<file path="src/rtl/stutter_pkg.sv">
// Shared constants and types for the stutter free-running carry counter.
package stutter_pkg;
  localparam int              DEF_WIDTH    = 16;
  localparam longint unsigned DEF_TERMINAL = (64'd1 << DEF_WIDTH) - 64'd1;
  typedef logic [DEF_WIDTH-1:0] count_t;
endpackage

</file>
<file path="src/rtl/stutter_counter.sv">
// Count register with wrap-at-terminal next-state logic and a terminal flag.
module stutter_counter
  import stutter_pkg::*;
#(
  parameter int              WIDTH    = DEF_WIDTH,
  parameter longint unsigned TERMINAL = (64'd1 << WIDTH) - 64'd1
) (
  input  logic             clk,
  input  logic             reset,
  output logic [WIDTH-1:0] ps,
  output logic             term
);
  // Elaboration-time range checks on the parameters.
  if (WIDTH < 2 || WIDTH > 32) begin : g_bad_width
    $error("stutter_counter: WIDTH %0d outside 2..32", WIDTH);
  end
  if (TERMINAL >= (64'd1 << WIDTH)) begin : g_bad_term
    $error("stutter_counter: TERMINAL %0d does not fit in WIDTH %0d", TERMINAL, WIDTH);
  end

  localparam logic [WIDTH-1:0] TERM = TERMINAL[WIDTH-1:0];

  logic [WIDTH-1:0] ns;

  assign term = (ps == TERM);

  // Plain modulo-2^WIDTH increment; values above TERM wrap naturally through 0.
  always_comb begin
    ns = ps + WIDTH'(1);
    if (term) ns = '0;
  end

  always_ff @(posedge clk or posedge reset) begin
    if (reset) ps <= '0;
    else       ps <= ns;
  end
endmodule

</file>
<file path="src/rtl/stutter.sv">
// Free-running stutter: one-cycle cy pulse every TERMINAL+1 clocks.
module stutter
  import stutter_pkg::*;
#(
  parameter int              WIDTH    = DEF_WIDTH,
  parameter longint unsigned TERMINAL = (64'd1 << WIDTH) - 64'd1
) (
  input  logic clk,
  input  logic reset,
  output logic cy
);
  logic [WIDTH-1:0] ps;
  logic             term;

  stutter_counter #(.WIDTH(WIDTH), .TERMINAL(TERMINAL)) u_cnt (
    .clk   (clk),
    .reset (reset),
    .ps    (ps),
    .term  (term)
  );

  assign cy = term;
endmodule

</file>
<file path="config.mk">
export PLATFORM = sky130hd
export DESIGN_NAME = stutter
export DESIGN_NICKNAME = d
export VERILOG_FILES = /design/src/rtl/stutter_pkg.sv /design/src/rtl/stutter_counter.sv /design/src/rtl/stutter.sv
export SDC_FILE = /design/constraint.sdc
export NUM_CORES = 1
export LEC_CHECK = 0
export ABC_AREA = 1
export ABC_CLOCK_PERIOD_IN_PS = 3750
export CAP_MARGIN = 20
export CORE_MARGIN = 10
export CORE_UTILIZATION = 60
export DETAILED_ROUTE_END_ITERATION = 10
export PLACE_DENSITY = 0.78
export SETUP_SLACK_MARGIN = 0.4
export SYNTH_ARGS = -nofsm -noshare
export SYNTH_HDL_FRONTEND = slang
export SYNTH_SLANG_ARGS = --single-unit
export TNS_END_PERCENT = 1
</file>
<file path="constraint.sdc">
create_clock -name clk -period 3.75 [get_ports clk]
set_input_delay 0.375 -clock clk [delete_from_list [all_inputs] [get_ports clk]]
set_output_delay 0.375 -clock clk [all_outputs]
set_load 0.03 [all_outputs]
</file>
# [After elaboration in Yosys (flattened, before gate mapping)]
# Cells that the tools add are included.
[totals] input_bits=2 elab_cells=4 reg_bits=16 out_inout_bits=1
[classes] n_addsub=1 muxes=1 n_eq_ne=1
[ops] cell="16-bit by 1-bit adder with 16-bit output (second input constant)" count=1
[ops] cell="16-bit equality test (second input constant)" count=1
[ops] cell="16-bit two-way mux" count=1

# [Depth between registers and ports, before layout]
# Gate-level depths: netlist of the first run.
[depth] depth_word=2 depth_mapped=8 mapped_depth_nobuf=8

# [Worst setup path after synthesis of the first run]
# OpenSTA, ideal clock, no wires.
[synth_timing] path_type="flip-flop to output port" startpoint="register u_cnt.ps[0]" endpoint="output port cy" path_buffers=0 required_time_ns=3.375 stages_incl_launch_ff=8 t_arrival_ns=1.174 path_slack_ns=2.201 path_cell_list="dfrtp_1 -> ha_1 -> nand2_2 -> nor2_4 -> nand2_2 -> nor2_4 -> nand2_2 -> clkinv_2"
[synth_via] elab_chain_cells=1
[synth_lines] element="from (decl)" line="stutter_counter.sv:10" source="output logic [WIDTH-1:0] ps,"
[synth_lines] element="from (signal assigned)" line="stutter_counter.sv:35" source="else ps <= ns;"
[synth_lines] element="16-bit equality test" line="stutter_counter.sv:25" source="assign term = (ps == TERM);"
[synth_lines] element="to (decl)" line="stutter.sv:10" source="output logic cy"
# No other way between the ends.

# [Final worst setup path of the first run]
# Same ends and word-level chain as after synthesis.

==> results of run 1 <==
==> cell usage after synthesis <==
cell,count
nand2_2,3
a21oi_1,1
nor2_4,2
clkinv_2,1
xnor2_1,1
dfrtp_1,16
nor2_2,1
inv_1,17
nor3_2,1
ha_1,1
nand4_1,2
nor2_1,20
nor3_1,1
o21bai_1,1
xor2_1,8
nand3_1,8
nand2_1,25
==> worst reg2reg max path, cell delays in order, from the launching register on <==
cell	delay [ps]
dfrtp_1	420
ha_1	220
nand2_2	90
nor2_4	120
nand2_2	100
nor3_1	260
nor2_1	90
==> stage by stage <==
stage	power [mW]	util (%)	hold slack, ps
after floorplan	0.178	-	289
after global placement	0.180	68.0	483
after detailed placement	0.180	68.0	485
after CTS	0.266	69.7	463
after global routing	0.274	69.7	505
final	0.263	69.7	446
==> power by group through the flow <==
| stage | Clock (mW) | Sequential (mW) | Combinational (mW) |
|---|---|---|---|
| global placement | 0 | 0.176 | 0.00437 |
| global route | 0.0965 | 0.172 | 0.00489 |
| finish | 0.0865 | 0.172 | 0.00422 |
| detailed placement | 0 | 0.176 | 0.00443 |
| CTS | 0.0894 | 0.172 | 0.00443 |
| floorplan | 0 | 0.176 | 0.00260 |
==> layout make-up <==
type | instances | area (sq um)
sequential | 16 | 400
fill | 103 | 399
multi-input combinational | 75 | 388
inverter | 18 | 68.8
clock buffer | 3 | 22.5
timing repair buffer | 2 | 20.0
tap | 15 | 18.8
==> logic make-up (layout without fill, tap and decap cells) <==
kind of cell / after synthesis / in the layout / share of synthesized area, %
AOI/OAI and AO/OA: 2 / 2 / 1.46
DFF: 16 / 16 / 46.7
xor gates and xnor gates: 9 / 9 / 9.20
adders and majority gates: 1 / 1 / 1.46
and+or+nand+nor: 63 / 63 / 33.1
buffers and inverters: 18 / 23 / 8.03
==> routing by layer <==
| metal | track usage [%] | wire length, um |
|---|---|---|
| met2 | 16.3 | 652 |
| met1 | 11.8 | 722 |
| met5 | 0 | 0 |
| met4 | 6.04 | 27 |
| met3 | 2.61 | 54 |
==> worst max-delay path by stage <==
stage	start	end	slack [ps]	cells past startpoint
2_1_floorplan	u_cnt.ps[0]$_DFF_PP0_	cy	2200	7
3_3_place_gp	u_cnt.ps[0]$_DFF_PP0_	cy	1540	8
3_5_place_dp	u_cnt.ps[0]$_DFF_PP0_	cy	1480	8
4_1_cts	u_cnt.ps[0]$_DFF_PP0_	cy	1160	8
5_1_grt	u_cnt.ps[0]$_DFF_PP0_	cy	1020	8
6_report	u_cnt.ps[0]$_DFF_PP0_	cy	1180	8
==> results.toml, run 1 <==
[worst_setup_path]
crit_family = "buffers and inverters"
crit_fanout = 6
path_cells = "ha_1, nand2_2, nor2_4, nand2_2, nor2_4, nand2_2, clkinv_2, clkdlybuf4s50_1"
crit_path_top_delay_cell = "clkdlybuf4s50_1"
crit_buf_inv = 2
worst_r2r_path_depth = 6
crit_top_cell = "nand2_2"
r2r_end = "u_cnt.ps[11]$_DFF_PP0_"
slowest_delay_ps = 680
worstSetupStartpointType = "flip-flop"
reg2reg_from = "u_cnt.ps[0]$_DFF_PP0_"
crit_type = "flip-flop to output port"
r2r_slack_ps = 2350
cp.required_ps = 3380
worst_ep_arrival_time_ps = 2190
end_kind = "output port"

[final_layout]
most-common-layout-cells = "nand2_1 (25), nor2_1 (20), inv_1 (17)"
reg_top3 = "u_cnt.ps: 16 flops"
final_cell_area_sq_um = 918
top_register = "u_cnt.ps"
n_antenna_cell = 0
syn2layout_area_growth_pct = 7.15
drive_gt1_share_pct = 9.65
largest_reg_flops = 16
mostFrequentLayoutCell = "nand2_1"
instances_no_fill = 129
nets = 119

[global_route]
grt_pass1_wl_um = 2770
grt-ovfl-total = 0
grt_use_total_pct = 10.1
antenna_found_initial = 0
grt_max_degree = 17
grt_pass1_vias = 671

[synth]
synthTopCellsByArea = "dfrtp_1 (47%), nand2_1 (11%), nor2_1 (8.8%)"
ys_ff_latch = 16
avgSynthCellArea_sq_um = 7.86
ys_seq_area_share_pct = 46.7
synth_top_area_cell = "dfrtp_1"
syn_area_sq_um = 857
syn_nets = 112
yosys.cell_types.count = 17
ys_warn_count = 0
synth.top_cell.area_share_pct = 46.7
synth_cells = 109

[timing]
fmax_ghz = 0.389
rsz0062_at_grt = "no"
tns_ps = 0
final_max_slew_viol_count = 0
period_share_pct = 68.5
tightest_slew_ps = 595
slew_headroom_pct = 60.3
report.final.hold_viol_count = 0
setup-violations-final = 0
timing.final.ws_setup_ps = 1180
finalCriticalPeriod_ps = 2570
skew_ps = 3.88

[placed_design]
dp.cells = 126
dpl_cell_area_sq_um = 896
globalplace.congestion = 0.895
numPortBuffers = 2
pre_cts_slack_ps = 1480
hpwl_um = 1140

[floorplan]
die_area_sq_um = 3340
start_util_pct = 65.1
ios = 3
core-area_sq_um = 1320
die_h_um = 57.8
die_width_um = 57.8
row_count = 13

[routing]
num_vias = 641
drt_pre_antenna_iters = 3
routedWlPerCell_um = 11.3
finalWirelength_um = 1460
post_drt_via_cell_ratio = 4.97
drt_iter0_drc = 3
ant_nets = 0
drc = 0

[power]
leakage_nw = 0.507
p_comb_share_pct = 1.6
ir_drop_mv = 0.258
p_per_area_nw_per_um2 = 286
power_frac_clock_pct = 32.9
cellInternalPower_uw = 211
switching_share_pct = 19.9
seq_power_share_pct = 65.5
p_sw_uw = 52.5

[clock_network]
clockRootBuffer = "clkbuf_4"
clkSinkCount = 16
postCtsResizedCells = 0
postCtsSetupRepairBufs = 0
clk_pin_slew_ps = 80
cts_buffers = 3
hold_buffers = 0
clk_latency_ps = 280
htreeDepth = 1
clockBufferDepth = 2
tritoncts = "done"

[hold_path]
hp-class = "input port to async pin"

[job]
cap_violations = 0

[status]
status = "finished clean"
No activity file was read; power rests on OpenSTA's default activity.
==> run 2: changes to the inputs <==
- ABC_CLOCK_PERIOD_IN_PS: 3750 -> 2100
- CORE_UTILIZATION: 60 -> 52
- PLACE_DENSITY: 0.78 -> 0.72
- clock period: 3.75 -> 2.1 ns (I/O delays scaled with it)
==> results.toml, run 2 (synthesized netlist as in run 1, its figures left out) <==
[final_layout]
reg_top3 = "u_cnt.ps: 16 flops"
n_antenna_cell = 0
instances_no_fill = 143
regArea_sq_um = 400
nets = 132
largest_reg_flops = 16
fillers = 124
drive_gt1_share_pct = 20.5
multi_input_area_sq_um = 390
most-common-layout-cells = "nand2_1 (25), nor2_1 (20), inv_1 (17)"
mostFrequentLayoutCell = "nand2_1"
syn2layout_area_growth_pct = 19.1
top_register = "u_cnt.ps"

[global_route]
grt-ovfl-total = 0
antenna_found_initial = 0
grt_pass1_wl_um = 3080
grt_use_total_pct = 10.8
grt_pass1_vias = 750
grt_max_degree = 17

[floorplan]
die_area_sq_um = 3670
core-area_sq_um = 1540
die_width_um = 60.6
ios = 3
start_util_pct = 55.6
row_count = 14
die_h_um = 60.6

[timing]
setup-violations-final = 0
rsz0062_at_grt = "yes"
report.final.hold_viol_count = 0
finalCriticalPeriod_ps = 1690
final_max_slew_viol_count = 0
tns_ps = 0
skew_ps = 7.12
slew_headroom_pct = 60.6
period_share_pct = 80.3
fmax_ghz = 0.593
tightest_slew_ps = 591
timing.final.ws_setup_ps = 414

[worst_setup_path]
crit_fanout = 2
crit_family = "simple AND/OR/NAND/NOR gates"
crit_buf_inv = 2
crit_top_cell = "nand2_2"
cp.required_ps = 1890
r2r_end = "u_cnt.ps[9]$_DFF_PP0_"
crit_start = "u_cnt.ps[1]$_DFF_PP0_"
r2r_slack_ps = 500
crit_type = "flip-flop to output port"
crit_path_top_delay_cell = "dfrtp_1"
slowest_delay_ps = 370
worstSetupStartpointType = "flip-flop"
end_kind = "output port"
reg2reg_from = "u_cnt.ps[1]$_DFF_PP0_"
worst_ep_arrival_time_ps = 1480
path_cells = "ha_2, nand2_2, nor2_4, nand2_2, nor2_4, nand2_2, clkinv_2, buf_6"
cp_num_cells = 8
crit_end = "cy"
worst_r2r_path_depth = 8

[clock_network]
tritoncts = "done"
htreeDepth = 1
hold_buffers = 0
clk_latency_ps = 290
cts_buffers = 3
clk_pin_slew_ps = 90
clockBufferDepth = 2
clockRootBuffer = "clkbuf_4"
clkSinkCount = 16

[routing]
drt_iter0_drc = 15
drt_pre_antenna_iters = 5
post_drt_via_cell_ratio = 5.14
finalWirelength_um = 1750
ant_nets = 0
num_vias = 735
routedWlPerCell_um = 12.3
drc = 0

[status]
status = "finished clean"

[placed_design]
globalplace.congestion = 0.879
numPortBuffers = 2
hpwl_um = 1210
dp.cells = 129
pre_cts_slack_ps = 70.8

[job]
cap_violations = 0

[power]
p_per_area_nw_per_um2 = 463
leakage_nw = 0.570
ir_drop_mv = 0.409

[hold_path]
hp-class = "input port to async pin"
## run 2: cell types whose count changed in the layout (fill, tap and decap cells not counted)
cell,change
buf_4,+13
buf_6,+1
clkdlybuf4s50_1,-1
ha_1,-1
ha_2,+1
## run 2: timing repair
item | CTS | global route
pin swaps | 4 | 4
gates resized for setup | 8 | 0
setup endpoints to repair | 1 | 1
buffers inserted | 8 | 3
## run 2: worst register-to-register path, cell delays in order, from the launching register on
cell and delay (ps):
dfrtp_1 370, ha_2 190, nand2_2 80, nor2_4 110, nand2_2 80, buf_4 140, buf_4 130, nor3_1 270
nor2_1 100
## run 2: worst min path at each step
stage,start,endpoint,cells after the start
floorplan,reset,u_cnt.ps[0]$_DFF_PP0_,1
global placement,u_cnt.ps[14]$_DFF_PP0_,u_cnt.ps[14]$_DFF_PP0_,2
detailed placement,u_cnt.ps[12]$_DFF_PP0_,u_cnt.ps[12]$_DFF_PP0_,1
CTS,reset,u_cnt.ps[0]$_DFF_PP0_,2
global route,reset,u_cnt.ps[0]$_DFF_PP0_,2
finish,reset,u_cnt.ps[0]$_DFF_PP0_,2
## run 2: power by group
part / switching, mW / internal, mW
clock network: 0.0908 / 0.0666
logic: 0.00580 / 0.00173
registers: 0 / 0.308
## run 2: area by class of cell
type | count | share of cell area (%)
inverters | 18 | 6.74
clock buffers | 3 | 2.21
repair buffers | 15 | 11.6
multi-input cells | 75 | 38.2
well taps | 16 | 1.96
flip-flops and latches | 16 | 39.2
## run 2: layer usage
layer | track usage, % | routed length (um) | vias to the layer above
met5 | 0 | 0 | -
met1 | 12.2 | 794 | 351
met4 | 6.27 | 36 | 0
met3 | 1.88 | 53 | 5
li1 | - | - | 365
met2 | 18.6 | 868 | 14
## run 2: metrics by stage
stage                     utilization (%)  cell area (sq um)  power, mW  hold slack [ps]
after floorplan                         -                857      0.319              124
after global placement               59.2                912      0.322              483
after detailed placement             59.2                912      0.322              495
after CTS                            64.8                998      0.478              312
after global routing                 66.2               1020      0.491              333
final                                66.2               1020      0.473              280
